[src/rtl/axis_hdr_pkg.sv]
// Shared definitions for the 64<->32 AXIS header insert/strip pair.
package axis_hdr_pkg;

  localparam int unsigned DATA_W = 64;
  localparam int unsigned WORD_W = 32;
  localparam int unsigned STRB_W = 8;

  typedef logic [1:0] state_t;

  localparam state_t EMPTY = 2'd0;
  localparam state_t HDR   = 2'd1;
  localparam state_t LSB   = 2'd2;
  localparam state_t MSB   = 2'd3;

  localparam logic [STRB_W-1:0] STRB_FULL = 8'hFF;
  localparam logic [STRB_W-1:0] STRB_HALF = 8'h0F;

endpackage

[src/rtl/axis_64to32_tuser_hdr.sv]
// 64->32 AXIS width converter that emits TUSER of the first beat as a leading header word.
module axis_64to32_tuser_hdr
  import axis_hdr_pkg::*;
#(
  parameter bit HDR_EN = 1'b1
) (
  input  logic              AXIS_ACLK,
  input  logic              AXIS_ARESETN,
  input  logic              S_AXIS_TVALID,
  output logic              S_AXIS_TREADY,
  input  logic [DATA_W-1:0] S_AXIS_TDATA,
  input  logic [STRB_W-1:0] S_AXIS_TSTRB,
  input  logic              S_AXIS_TLAST,
  input  logic [WORD_W-1:0] S_AXIS_TUSER,
  output logic              M_AXIS_TVALID,
  input  logic              M_AXIS_TREADY,
  output logic [WORD_W-1:0] M_AXIS_TDATA,
  output logic              M_AXIS_TLAST
);

  state_t              state;
  logic                sop;
  logic [DATA_W-1:0]   data64;
  logic                upper_v;
  logic                last;
  logic [WORD_W-1:0]   hdr32;

  logic                beat_done;
  logic                s_xfr;
  logic                m_xfr;

  // Strobe is word-granular: only bit 4 selects whether the upper word exists.
  logic unused_strb;
  assign unused_strb = ^{S_AXIS_TSTRB[7:5], S_AXIS_TSTRB[3:0]};

  // Output decode; beat_done marks the cycle the final word of a held beat leaves.
  always_comb begin
    M_AXIS_TVALID = 1'b0;
    M_AXIS_TDATA  = '0;
    M_AXIS_TLAST  = 1'b0;
    beat_done     = 1'b0;
    case (state)
      HDR: begin
        M_AXIS_TVALID = 1'b1;
        M_AXIS_TDATA  = hdr32;
      end
      LSB: begin
        M_AXIS_TVALID = 1'b1;
        M_AXIS_TDATA  = data64[WORD_W-1:0];
        M_AXIS_TLAST  = last & ~upper_v;
        beat_done     = M_AXIS_TREADY & ~upper_v;
      end
      MSB: begin
        M_AXIS_TVALID = 1'b1;
        M_AXIS_TDATA  = data64[DATA_W-1:WORD_W];
        M_AXIS_TLAST  = last;
        beat_done     = M_AXIS_TREADY;
      end
      default: ;
    endcase
    S_AXIS_TREADY = AXIS_ARESETN & ((state == EMPTY) | beat_done);
    s_xfr         = S_AXIS_TVALID & S_AXIS_TREADY;
    m_xfr         = M_AXIS_TVALID & M_AXIS_TREADY;
  end

  // A new beat loads in EMPTY or in the beat-done cycle, so it never collides with a pending word.
  always_ff @(posedge AXIS_ACLK or negedge AXIS_ARESETN) begin
    if (!AXIS_ARESETN) begin
      state   <= EMPTY;
      sop     <= 1'b1;
      data64  <= '0;
      upper_v <= 1'b0;
      last    <= 1'b0;
      hdr32   <= '0;
    end else if (s_xfr) begin
      data64  <= S_AXIS_TDATA;
      upper_v <= S_AXIS_TSTRB[4];
      last    <= S_AXIS_TLAST;
      hdr32   <= S_AXIS_TUSER;
      sop     <= S_AXIS_TLAST;
      state   <= (sop & HDR_EN) ? HDR : LSB;
    end else if (m_xfr) begin
      case (state)
        HDR:     state <= LSB;
        LSB:     state <= upper_v ? MSB : EMPTY;
        default: state <= EMPTY;
      endcase
    end
  end

endmodule

[config.mk]
export PLATFORM = sky130hd
export DESIGN_NAME = axis_64to32_tuser_hdr
export DESIGN_NICKNAME = d
export VERILOG_FILES = /design/src/rtl/axis_hdr_pkg.sv /design/src/rtl/axis_64to32_tuser_hdr.sv
export SDC_FILE = /design/constraint.sdc
export NUM_CORES = 1
export LEC_CHECK = 0
export BUFFER_PORTS_ARGS = -buffer_cell sky130_fd_sc_hd__buf_2
export CAP_MARGIN = 20
export CELL_PAD_IN_SITES_DETAIL_PLACEMENT = 0
export CELL_PAD_IN_SITES_GLOBAL_PLACEMENT = 1
export CORE_ASPECT_RATIO = 1.75
export CORE_MARGIN = 5
export CORE_UTILIZATION = 42
export DETAILED_ROUTE_END_ITERATION = 7
export HOLD_SLACK_MARGIN = 0.06
export PLACE_DENSITY = 0.87
export SYNTH_ARGS = -nofsm -noshare
export SYNTH_HDL_FRONTEND = slang
export SYNTH_SLANG_ARGS = --single-unit
[constraint.sdc]
create_clock -name AXIS_ACLK -period 2.45 [get_ports AXIS_ACLK]
set_input_delay 0.49 -clock AXIS_ACLK [delete_from_list [all_inputs] [get_ports AXIS_ACLK]]
set_output_delay 0.49 -clock AXIS_ACLK [all_outputs]
set_load 0.01 [all_outputs]
# Word level (Yosys, flattened, before mapping)
# Cells that the tools add are included.
[totals] register_bits=101 latch_bits=0 ramBits=0 mem_bits_ro=0 in_bits=109 output_inout_bits=35 wordCells=28 memories=0
[classes] n_addsub=0 mul=0 div_mod_pow=0 n_lt_le_gt_ge=0 n_eq_ne=3 shifts=0 mux=9 bitwise_logic=7 reduce_logical=3
[ops] operator="case mux 32 bit (3 select lines)" count=1
[ops] operator="2-to-1 mux 2 bit" count=4
[ops] operator="AND 1 bit" count=5
[ops] operator="equality test 2 bit, second input constant" count=2
[ops] operator="case mux 1 bit (2 select lines)" count=2
[ops] operator="case mux 2 bit (2 select lines)" count=1
[ops] operator="OR reduction 3 bit" count=1
[ops] operator="equality test 2 x 1 -> 1 bit, second input constant" count=1
[ops] operator="zero test 2 bit" count=1
[ops] operator="nonzero test 2 bit" count=1
[ops] operator="2-to-1 mux 1 bit" count=1
[ops] operator="NOT 1 bit" count=1
[ops] operator="bitwise OR 1 bit" count=1

# Logic depth before layout (Yosys ltp)
# Gate-level depths: netlist (run 1).
[logic_depth] ltp_word=7 depth_mapped=8 depth_no_buf=6

# Worst setup path before layout (run 1)
# No wires, ideal clock.
[synth_path] kind="register to output" startpoint="register state[1]" endpoint="output port M_AXIS_TDATA[18]" arrival_time_ns=1.393 required_time_ns=1.960 slack_ns=0.567 path_stages_with_launch=7 path_cell_list="dfrtp_1 inv_1 ha_1 clkbuf_1 clkbuf_1 a222oi_1 nor2_1"
[synth_between] elab_chain_len=2
[synth_lines] item="start, declared" line="axis_64to32_tuser_hdr.sv:21" rtl="state_t state;"
[synth_lines] item="start signal, assigned" line="axis_64to32_tuser_hdr.sv:81" rtl="state <= (sop & HDR_EN) ? HDR : LSB;"
[synth_lines] item="start signal, assigned" line="axis_64to32_tuser_hdr.sv:85" rtl="LSB: state <= upper_v ? MSB : EMPTY;"
[synth_lines] item="equality test 2 bit or equality test 2 x 1 -> 1 bit (tied branches)" line="axis_64to32_tuser_hdr.sv:42" rtl="case (state)"
[synth_lines] item="case mux 32 bit (3 select lines) *" line="axis_64to32_tuser_hdr.sv:42"
[synth_lines] item="end, declared" line="axis_64to32_tuser_hdr.sv:17" rtl="output logic [WORD_W-1:0] M_AXIS_TDATA,"
# Every way passes the cells marked *; elsewhere a longest branch is shown, timed or not.

# Final worst setup path (run 1)
[layout_path] startpoint="register state[0]" endpoint="output port M_AXIS_TDATA[20]"
# Same word-level chain as after synthesis.

==> results of run 1 <==
worst reg2reg max path, delay by kind of cell (launching register included):
kind	cells	cell delay [ns]
AOI/OAI and AO/OA	2	0.31
adders and majority gates	1	0.21
buffers and inverters	2	0.57
DFF	1	0.44
muxes	1	0.45
registers in the layout, indices dropped and copies added (netlist names):
name and cells:
upper_v 1, hdr32 32, data64 64, state 2, sop 1, last 1
path summary, 6_finish.rpt:
kind                                        from               end  slack, ns  cells past startpoint
min in group asynchronous           AXIS_ARESETN          hdr32[4]       0.54                      2
max in group asynchronous           AXIS_ARESETN         hdr32[30]       0.45                      4
worst max-delay path                    state[0]  M_AXIS_TDATA[20]       0.12                      6
worst max register to register          state[1]        data64[54]       0.36                      6
worst min register to register        data64[47]        data64[47]       0.51                      1
worst min-delay path            S_AXIS_TDATA[63]        data64[63]       0.38                      2
cell families after synthesis:
| family | count (synthesis) | share of synthesized area (%) |
|---|---|---|
| flip-flops | 101 | 52.09 |
| AND/OR/NAND/NOR | 41 | 3.557 |
| multiplexers | 101 | 30.28 |
| buffers and inverters | 31 | 5.644 |
| AO/OA/AOI/OAI | 38 | 7.397 |
| adder cells (fa/ha/maj) | 4 | 1.031 |
placed cells by master (no fill, tap or decap), drive strengths merged:
| cell type | n |
|---|---|
| and2 | 1 |
| and2b | 1 |
| mux2i | 1 |
| o21ai | 2 |
| nor3b | 1 |
| dfstp | 1 |
| buf | 150 |
| nand3 | 1 |
| a21oi | 3 |
| nand2 | 2 |
| mux2 | 100 |
| nor2 | 32 |
| diode | 2 |
| bufinv | 2 |
| a222oi | 32 |
| nand4 | 2 |
| o22ai | 1 |
| inv | 4 |
| clkinv | 3 |
| dfrtp | 100 |
| dlygate4sd3 | 1 |
| clkbuf | 11 |
| ha | 4 |
| nand2b | 1 |
area by class of cell:
cell class / instances / area, um^2 / area share [%]
inverter: 4 / 15.01 / 0.2509
timing repair buffer: 151 / 848.3 / 14.18
clock buffer: 11 / 252.7 / 4.223
multi-input combinational: 184 / 2082 / 34.79
clock inverter: 5 / 82.58 / 1.380
antenna: 2 / 5.005 / 0.08363
sequential: 101 / 2530 / 42.27
tap: 135 / 168.9 / 2.822
routing by layer:
layer	track usage, %	routed length, um	up-vias
met2	30.73	6554	108
li1	-	-	1448
met3	4.496	679	17
met5	0	7	-
met4	7.343	316	2
met1	18.95	4370	1610
synth_stat cells:
master                     count
sky130_fd_sc_hd__a21oi_1       2
sky130_fd_sc_hd__a21oi_2       1
sky130_fd_sc_hd__a222oi_1     32
sky130_fd_sc_hd__and2_1        1
sky130_fd_sc_hd__and2b_1       1
sky130_fd_sc_hd__buf_12        9
sky130_fd_sc_hd__buf_2         3
sky130_fd_sc_hd__buf_6         1
sky130_fd_sc_hd__clkbuf_1     14
sky130_fd_sc_hd__dfrtp_1     100
sky130_fd_sc_hd__dfstp_2       1
sky130_fd_sc_hd__ha_1          4
sky130_fd_sc_hd__inv_1         4
sky130_fd_sc_hd__mux2_2       11
sky130_fd_sc_hd__mux2_4       89
sky130_fd_sc_hd__mux2i_1       1
sky130_fd_sc_hd__nand2_1       2
sky130_fd_sc_hd__nand2b_1      1
sky130_fd_sc_hd__nand3_1       1
sky130_fd_sc_hd__nand4_1       2
sky130_fd_sc_hd__nor2_1       32
sky130_fd_sc_hd__nor3b_1       1
sky130_fd_sc_hd__o21ai_0       1
sky130_fd_sc_hd__o21ai_2       1
sky130_fd_sc_hd__o22ai_1       1
timing repair:
| item | CTS | global route |
|---|---|---|
| setup endpoints to repair | 5 | 26 |
| endpoints found under the hold margin | 10 | 0 |
| buffers inserted | 1 | 0 |
| pin swaps | 0 | 5 |
| resized for setup | 0 | 12 |
| hold buffers | 1 | 0 |
power by group through the flow:
| stage | Sequential, mW | Combinational (mW) | Clock (mW) |
|---|---|---|---|
| 3_5_place_dp | 3.05 | 3.00 | 0 |
| 6_report | 3.04 | 3.05 | 1.56 |
| 3_3_place_gp | 2.99 | 2.91 | 0 |
| 5_1_grt | 3.14 | 3.27 | 1.69 |
| 2_1_floorplan | 2.89 | 2.35 | 0 |
| 4_1_cts | 3.04 | 3.03 | 1.61 |
per-stage QoR:
| stage | hold WS [ns] | std cells | setup WS, ns | cell area (um^2) | utilization [%] |
|---|---|---|---|---|---|
| final | 0.3772 | 593 | 0.1243 | 5984 | 52.26 |
| after detailed placement | 0.3598 | 573 | 0.3369 | 5578 | 48.71 |
| after floorplan | 0.1944 | 316 | 0.5669 | 4855 | - |
| after global placement | 0.3585 | 573 | 0.3597 | 5578 | 48.71 |
| after global routing | 0.3532 | 593 | 0.005628 | 5984 | 52.26 |
| after CTS | 0.3637 | 591 | 0.01578 | 5931 | 51.79 |
==> results.py, run 1 <==
metrics = {
    "pwr": {
        "power_per_cell_area_nw_per_um2": 1280,
        "total_power_mw": 7.657,
        "comb_power_share_pct": 39.9,
        "power.leakage_nw": 2.905,
        "power.clock.fraction_pct": 20.4,
        "switching_power_mw": 2.363,
        "peakVddDrop_mv": 0.6372,
        "netSwitchingFraction_pct": 30.86,
        "intPower_mw": 5.294,
        "sequential_share_of_power_pct": 39.8,
    },
    "synth": {
        "synth_top_cells_by_area": "sky130_fd_sc_hd__dfrtp_1 (52%), sky130_fd_sc_hd__mux2_4 (28%), sky130_fd_sc_hd__a222oi_1 (6.6%)",
        "count_of_state_elements_after_synthesis": 101,
        "netlist_area_um2": 4855,
        "syn_nets": 429,
        "proportion_of_synthesized_chip_area_in_sequential_cells_pct": 52.09,
        "syn-instance-count": 316,
        "synth.top_cell.area_share_pct": 51.55,
        "synth.lib_cells_used.distinct": 25,
        "ys_warn_count": 0,
        "post_synth.cell_area_avg_um2": 15.36,
        "yosysTopAreaCell": "sky130_fd_sc_hd__dfrtp_1",
    },
    "detailed_routing": {
        "drt_iter0_drc": 198,
        "detailroute.via_count": 3185,
        "detailed_router_iteration_count_before_antenna_repair": 5,
        "final_antenna_net_count": 0,
        "totalWireLength_mm": 11.93,
        "via_per_inst": 5.371,
        "post-route-drc-count": 0,
        "routed_wire_per_std_cell_um": 20.11,
    },
    "placement": {
        "place.port_buffers": 136,
        "post-dp-hpwl_mm": 8.312,
        "place_congestion": 0.7402,
    },
    "worst_setup_path": {
        "worst-path-buf-inv": 3,
        "critical_path_cell_list": "buf_4 -> ha_2 -> buf_4 -> a222oi_1 -> nor2_1 -> buf_2",
        "cpMostUsedCell": "sky130_fd_sc_hd__buf_4",
        "crit_arrival_ns": 1.84,
        "timing.critical_path.from_type": "register",
        "crit_fanout": 9,
        "worst_ep_required_time_ns": 1.96,
        "worst_setup_path_end_kind": "primary output",
        "critical-path-max-stage-delay_ns": 0.43,
        "path_class": "register to primary output",
        "cpLargestDelayFamily": "buffers and inverters",
        "timing.critical_path.slowest_stage_cell": "sky130_fd_sc_hd__dfrtp_1",
    },
    "clock_tree": {
        "clock_tree_from_tritoncts": "built",
        "insertion_delay_ns": 0.34,
        "cts.htree.levels": 3,
        "number_of_buffers_created_by_cts": 9,
        "cts.clk_slew.worst_paths_ns": 0.07,
        "clockRootBuffer": "sky130_fd_sc_hd__clkbuf_16",
        "clkSinkCount": 101,
        "clock_tree.buffer_depth": 2,
    },
    "sta": {
        "pins_over_their_slew_limit": 0,
        "finalSetupTns_ns": 0,
        "period_share_pct": 94.93,
        "timing.final.crit_period_ns": 2.326,
        "final.setup_skew_ns": 0.005767,
        "number_of_failing_setup_endpoints_in_the_final_timing_report": 0,
        "rsz0062_at_grt": "false",
        "fmax_mhz": 430.0,
        "worstMarginPinSlew_ns": 0.6120,
        "hold_viol": 0,
        "timing.slew.headroom_pct": 59.20,
    },
    "cells_and_area": {
        "synthToLayoutAreaGrowth_pct": 23.27,
        "layout.filler_cells": 991,
        "design.final.nets": 564,
        "drive_gt1_share_pct": 59.87,
    },
    "global_routing": {
        "grt.total_usage_pct": 17.22,
        "grt_max_degree": 51,
        "grt_overflow_total": 0,
        "antenna_found_initial": 3,
        "first_global_vias": 3550,
        "first_pass_grt_wire_length_mm": 18.80,
    },
    "worst_hold_path": {
        "hold_path_class": "input pin to register",
    },
    "run_status": {
        "run_status": "finished clean",
    },
    "floorplan": {
        "number_of_top_level_design_ports": 144,
        "core_area_um2": 11450,
        "die_width_um": 91.27,
        "floorplan.die_area_um2": 13890,
        "initial_utilization_pct": 42.40,
        "number_of_standard_cell_rows_in_the_floorplan": 52,
        "die_h_um": 152.2,
    },
    "flow_run": {
        "timing.max_cap.violations": 0,
    },
}
Power figures use the tool's default switching activity.
==> inputs of run 2 (changes only) <==
CORE_UTILIZATION = 40   (was 42)
PLACE_DENSITY = 0.84   (was 0.87)
==> run 2 against run 1 <==
Effect of this change: die area up 4.6%; register-to-register slack lost 0.23 ns; total power decreased by 2.3%; sequential share of layout area is 0.34 points higher; maximum frequency down 2.6%; first-iteration DRC count down 0.51%; via count grew 0.47%; flip-flop and latch count is the same; global-route usage fell by 1.2 points.
==> results.py, run 2 (same netlist as run 1, synthesis figures left out) <==
metrics = {
    "cells_and_area": {
        "synthToLayoutAreaGrowth_pct": 22.29,
        "mostFrequentLayoutCell": "sky130_fd_sc_hd__buf_2",
        "largest_register_ffs": 64,
        "post_layout_nonfiller_instances": 595,
        "commonest_cells_after_routing_fill_and_taps_aside": "sky130_fd_sc_hd__buf_2 (135), sky130_fd_sc_hd__dfrtp_1 (99), sky130_fd_sc_hd__mux2_4 (89), sky130_fd_sc_hd__a222oi_1 (32), sky130_fd_sc_hd__nor2_1 (32)",
        "drive_gt1_share_pct": 59.96,
        "utilization_pct": 49.74,
        "largest-register": "data64",
        "design.final.nets": 565,
        "reg.largest.list": "data64 x64, hdr32 x32, state x2",
    },
    "floorplan": {
        "initial_utilization_pct": 40.67,
        "floorplan.die_area_um2": 14530,
        "number_of_top_level_design_ports": 144,
        "number_of_standard_cell_rows_in_the_floorplan": 53,
        "core_area_um2": 11940,
        "die_h_um": 155.7,
        "die_width_um": 93.28,
    },
    "sta": {
        "timing.slew.headroom_pct": 45.76,
        "period_share_pct": 97.46,
        "fmax_mhz": 418.8,
        "timing.final.crit_period_ns": 2.388,
        "number_of_failing_setup_endpoints_in_the_final_timing_report": 0,
        "worstMarginPinSlew_ns": 0.8136,
        "pins_over_their_slew_limit": 0,
        "finalSetupTns_ns": 0,
        "hold_viol": 0,
        "rsz0062_at_grt": "true",
        "final.setup_skew_ns": 0.007768,
    },
    "detailed_routing": {
        "via_per_inst": 5.378,
        "routed_wire_per_std_cell_um": 20.03,
        "detailed_router_iteration_count_before_antenna_repair": 6,
        "detailroute.via_count": 3200,
        "drt_iter0_drc": 197,
        "post-route-drc-count": 0,
        "totalWireLength_mm": 11.92,
        "final_antenna_net_count": 0,
    },
    "global_routing": {
        "grt.total_usage_pct": 15.98,
        "grt_max_degree": 67,
        "antenna_found_initial": 2,
        "first_global_vias": 3601,
        "grt_overflow_total": 0,
        "first_pass_grt_wire_length_mm": 18.17,
    },
    "worst_setup_path": {
        "crit_fanout": 19,
        "crit_arrival_ns": 1.90,
        "worst_setup_path_end_kind": "primary output",
        "path_class": "register to primary output",
        "timing.critical_path.from_type": "register",
        "worst_ep_required_time_ns": 1.96,
    },
    "pwr": {
        "power_per_cell_area_nw_per_um2": 1260,
        "power.leakage_nw": 2.887,
        "peakVddDrop_mv": 0.4844,
    },
    "placement": {
        "place.port_buffers": 136,
        "place_congestion": 0.7820,
        "dp.cells": 575,
        "post-dp-hpwl_mm": 8.269,
    },
    "clock_tree": {
        "clock_tree_from_tritoncts": "built",
        "clock_tree.buffer_depth": 2,
        "cts-hold-fix-buffers": 0,
        "insertion_delay_ns": 0.34,
        "clkSinkCount": 101,
        "cts.htree.levels": 3,
        "clockRootBuffer": "sky130_fd_sc_hd__clkbuf_16",
        "number_of_buffers_created_by_cts": 9,
        "cts.clk_slew.worst_paths_ns": 0.07,
    },
    "worst_hold_path": {
        "hold_path_class": "input pin to async pin",
    },
    "run_status": {
        "run_status": "finished clean",
    },
    "flow_run": {
        "timing.max_cap.violations": 0,
    },
}
run 2: changes by cell type in the layout (fill, tap and decap cells not counted), sizes merged:
cell,delta
buf,+1
bufinv,-2
clkinvlp,+1
diode,-1
dlygate4sd3,-1
inv,+2
run 2: cell type report:
type	instances	area (um^2)
Antenna cell	1	2.502
Clock buffer	10	239.0
Clock inverter	6	53.80
Fill cell	1054	6000
Inverter	4	15.01
Multi-Input combinational cell	184	2072
Sequential cell	101	2530
Tap cell	137	171.4
Timing Repair Buffer	152	853.3
run 2: per-layer routing:
layer  GRT usage [%]  share of wire (%)  vias to the layer above  wire, um
met3           2.896                4.9                       16       580
li1                -                  -                     1445         -
met1           17.51                 37                     1642      4434
met2           29.49                 56                       95      6633
met5               0              0.059                        -         7
met4           7.058                2.2                        2       262
run 2: path summary, 6_finish.rpt:
path,cells past startpoint,slack (ns),end,from
setup / recovery,6,0.06,M_AXIS_TDATA[19],state[0]
hold / removal,2,0.22,data64[41],AXIS_ARESETN
setup reg to reg,8,0.13,data64[61],state[0]
hold reg to reg,1,0.51,last,last
max in group asynchronous,2,1.55,hdr32[27],AXIS_ARESETN
min in group AXIS_ACLK,2,0.38,data64[5],S_AXIS_TDATA[5]
run 2: what timing repair did:
item	in CTS	in global routing
endpoints found under the hold margin	0	0
pin swaps	0	6
gates resized for setup	1	5
setup buffers	1	1
endpoints found under the setup margin	2	24
gates cloned	0	1
run 2: stage by stage:
stage	setup slack (ns)	total power [mW]	area, um^2	hold WS, ns
3_3_place_gp	0.1365	5.944	5593	0.4905
2_1_floorplan	0.5669	5.233	4855	0.1944
5_1_grt	-0.01860	7.911	5937	0.2563
4_1_cts	0.02285	7.508	5901	0.2280
3_5_place_dp	0.1090	6.077	5593	0.4871
6_report	0.06213	7.482	5937	0.2224
run 2: critical path, stage by stage (launching register included):
cell and delay, ns:
sky130_fd_sc_hd__dfrtp_1 0.43, sky130_fd_sc_hd__buf_4 0.16, sky130_fd_sc_hd__ha_1 0.20, sky130_fd_sc_hd__buf_4 0.23, sky130_fd_sc_hd__a222oi_1 0.30, sky130_fd_sc_hd__nor2_1 0.09
sky130_fd_sc_hd__buf_2 0.15
run 2: report_power, final:
part / switching [mW] / leakage, nW / internal, mW / total [mW]
Sequential: 0.520 / 1.19 / 2.53 / 3.05
Clock: 0.646 / 0.141 / 0.733 / 1.38
Combinational: 1.23 / 1.56 / 1.83 / 3.05
==> inputs of run 3 (changes only) <==
SLEW_MARGIN = 20   (was unset)
clock period = 3 ns   (was 2.45 ns; I/O delays follow)
==> run 3 against run 2 <==
Effect of this change: routed wire length grew 0.15%; total power down 18%; global-route usage increased by 0.61 points; combinational power shrank 20%; via count down 0.25%; cell count down 1.0%; final area is 0.65% lower; hold slack better by 0.14 ns; critical path depth fell by 1; sequential share of layout area is 0.26 points higher; clock power fell by 14%.
==> results.py, run 3 (same netlist as run 1, synthesis figures left out) <==
metrics = {
    "sta": {
        "number_of_failing_setup_endpoints_in_the_final_timing_report": 0,
        "timing.final.crit_period_ns": 2.837,
        "period_share_pct": 94.55,
        "fmax_mhz": 352.5,
        "rsz0062_at_grt": "false",
        "fin_ws_ns": 0.1634,
        "timing.slew.headroom_pct": 41.91,
        "pins_over_their_slew_limit": 0,
        "final.setup_skew_ns": 0.01186,
        "finalHoldWorstSlack_ns": 0.3600,
        "finalSetupTns_ns": 0,
        "hold_viol": 0,
        "worstMarginPinSlew_ns": 0.8714,
    },
    "detailed_routing": {
        "via_per_inst": 5.419,
        "routed_wire_per_std_cell_um": 20.26,
        "final_antenna_net_count": 0,
        "totalWireLength_mm": 11.94,
        "drt_iter0_drc": 185,
        "post-route-drc-count": 0,
        "detailroute.via_count": 3192,
        "detailed_router_iteration_count_before_antenna_repair": 5,
    },
    "worst_setup_path": {
        "timing.critical_path.from_type": "register",
        "path_class": "register to primary output",
        "cpLargestDelayFamily": "adder cells",
        "worst_setup_path_end_kind": "primary output",
        "critical_path_cell_list": "ha_1 -> buf_12 -> a222oi_1 -> nor2_1 -> buf_2",
        "worst-path-buf-inv": 2,
        "crit_arrival_ns": 2.24,
        "worst_ep_required_time_ns": 2.40,
        "timing.critical_path.slowest_stage_cell": "sky130_fd_sc_hd__ha_1",
        "critical-path-max-stage-delay_ns": 0.78,
        "crit_fanout": 17,
    },
    "clock_tree": {
        "cts.htree.levels": 3,
        "number_of_buffers_created_by_cts": 9,
        "cts_setup_buffers": 0,
        "cts-hold-fix-buffers": 0,
        "post_cts.resized_instances": 0,
        "clkSinkCount": 101,
        "insertion_delay_ns": 0.35,
        "cts.clk_slew.worst_paths_ns": 0.08,
        "clock_tree_from_tritoncts": "built",
        "clockRootBuffer": "sky130_fd_sc_hd__clkbuf_16",
        "clock_tree.buffer_depth": 2,
    },
    "flow_run": {
        "timing.max_cap.violations": 0,
    },
    "cells_and_area": {
        "largest_register_ffs": 64,
        "mostFrequentLayoutCell": "sky130_fd_sc_hd__buf_2",
        "largest-register": "data64",
        "commonest_cells_after_routing_fill_and_taps_aside": "sky130_fd_sc_hd__buf_2 (135), sky130_fd_sc_hd__dfrtp_1 (100), sky130_fd_sc_hd__mux2_4 (89), sky130_fd_sc_hd__a222oi_1 (32), sky130_fd_sc_hd__nor2_1 (32)",
        "final_cell_area_um2": 5898,
        "antennaDiodeCount": 0,
        "layout.filler_cells": 1060,
        "multi_input_comb_area_um2": 2059,
        "design.final.nets": 560,
        "synthToLayoutAreaGrowth_pct": 21.49,
        "reg.largest.list": "data64 x64, hdr32 x32, state x2",
        "layout.area.seq_um2": 2529,
        "drive_gt1_share_pct": 58.85,
    },
    "floorplan": {
        "floorplan.die_area_um2": 14530,
        "die_width_um": 93.28,
        "die_h_um": 155.7,
        "initial_utilization_pct": 40.67,
        "number_of_standard_cell_rows_in_the_floorplan": 53,
        "number_of_top_level_design_ports": 144,
        "core_area_um2": 11940,
    },
    "pwr": {
        "power_per_cell_area_nw_per_um2": 1039,
        "power.leakage_nw": 2.871,
        "peakVddDrop_mv": 0.4582,
    },
    "placement": {
        "place.port_buffers": 136,
        "post_dp_cell_area_um2": 5590,
        "post-dp-hpwl_mm": 8.394,
        "place_ws_ns": 0.4688,
        "place_congestion": 0.7778,
    },
    "global_routing": {
        "grt_max_degree": 61,
        "first_global_vias": 3602,
        "grt_overflow_total": 0,
        "grt.total_usage_pct": 16.59,
        "antenna_found_initial": 0,
        "first_pass_grt_wire_length_mm": 18.67,
    },
    "run_status": {
        "run_status": "finished clean",
    },
    "worst_hold_path": {
        "hold_path_class": "input pin to async pin",
    },
}
## run 3: changes by cell type in the layout (fill, tap and decap cells not counted), moves of 2 or more
cell                       delta
sky130_fd_sc_hd__buf_12       +2
sky130_fd_sc_hd__buf_4        -4
sky130_fd_sc_hd__ha_1         +2
sky130_fd_sc_hd__ha_2         -2
sky130_fd_sc_hd__clkinv_4     -3
sky130_fd_sc_hd__inv_6        +2
sky130_fd_sc_hd__buf_6        -2
## run 3: per-layer routing
metal | share of wire, % | wire (um) | GRT usage (%)
met5 | 0 | 0 | 0
met4 | 1.9 | 227 | 7.687
met3 | 4.2 | 498 | 1.834
met2 | 57 | 6762 | 30.92
met1 | 37 | 4448 | 18.50
## run 3: final timing paths
kind | endpoint | from | cells after the start | slack (ns)
worst min-delay path | data64[37] | AXIS_ARESETN | 2 | 0.36
worst max-delay path | M_AXIS_TDATA[1] | state[1] | 5 | 0.16
min in group AXIS_ACLK | data64[4] | S_AXIS_TDATA[4] | 2 | 0.48
worst min register to register | data64[50] | data64[50] | 1 | 0.51
max in group asynchronous | hdr32[29] | AXIS_ARESETN | 2 | 2.05
worst max register to register | data64[52] | state[1] | 5 | 0.45
## run 3: power breakdown
group          total, mW  internal (mW)  switching (mW)  leakage (nW)
combinational       2.45           1.46           0.996          1.53
clock               1.19          0.677           0.512         0.150
sequential          2.49           2.06           0.424          1.19
total               6.13           4.20            1.93          2.87
## run 3: cell type report
cell class,instances,area share [%]
Clock buffer,10,4.052
Clock inverter,6,1.167
Inverter,4,0.2546
Multi-Input combinational cell,184,34.92
Sequential cell,101,42.87
Tap cell,137,2.906
Timing Repair Buffer,147,13.83
## run 3: per-stage QoR
step | cells | utilization (%) | power [mW]
floorplan | 316 | - | 4.273
global placement | 573 | 46.83 | 4.857
detailed placement | 573 | 46.83 | 4.983
CTS | 589 | 49.41 | 6.206
global route | 589 | 49.41 | 6.483
finish | 589 | 49.41 | 6.130
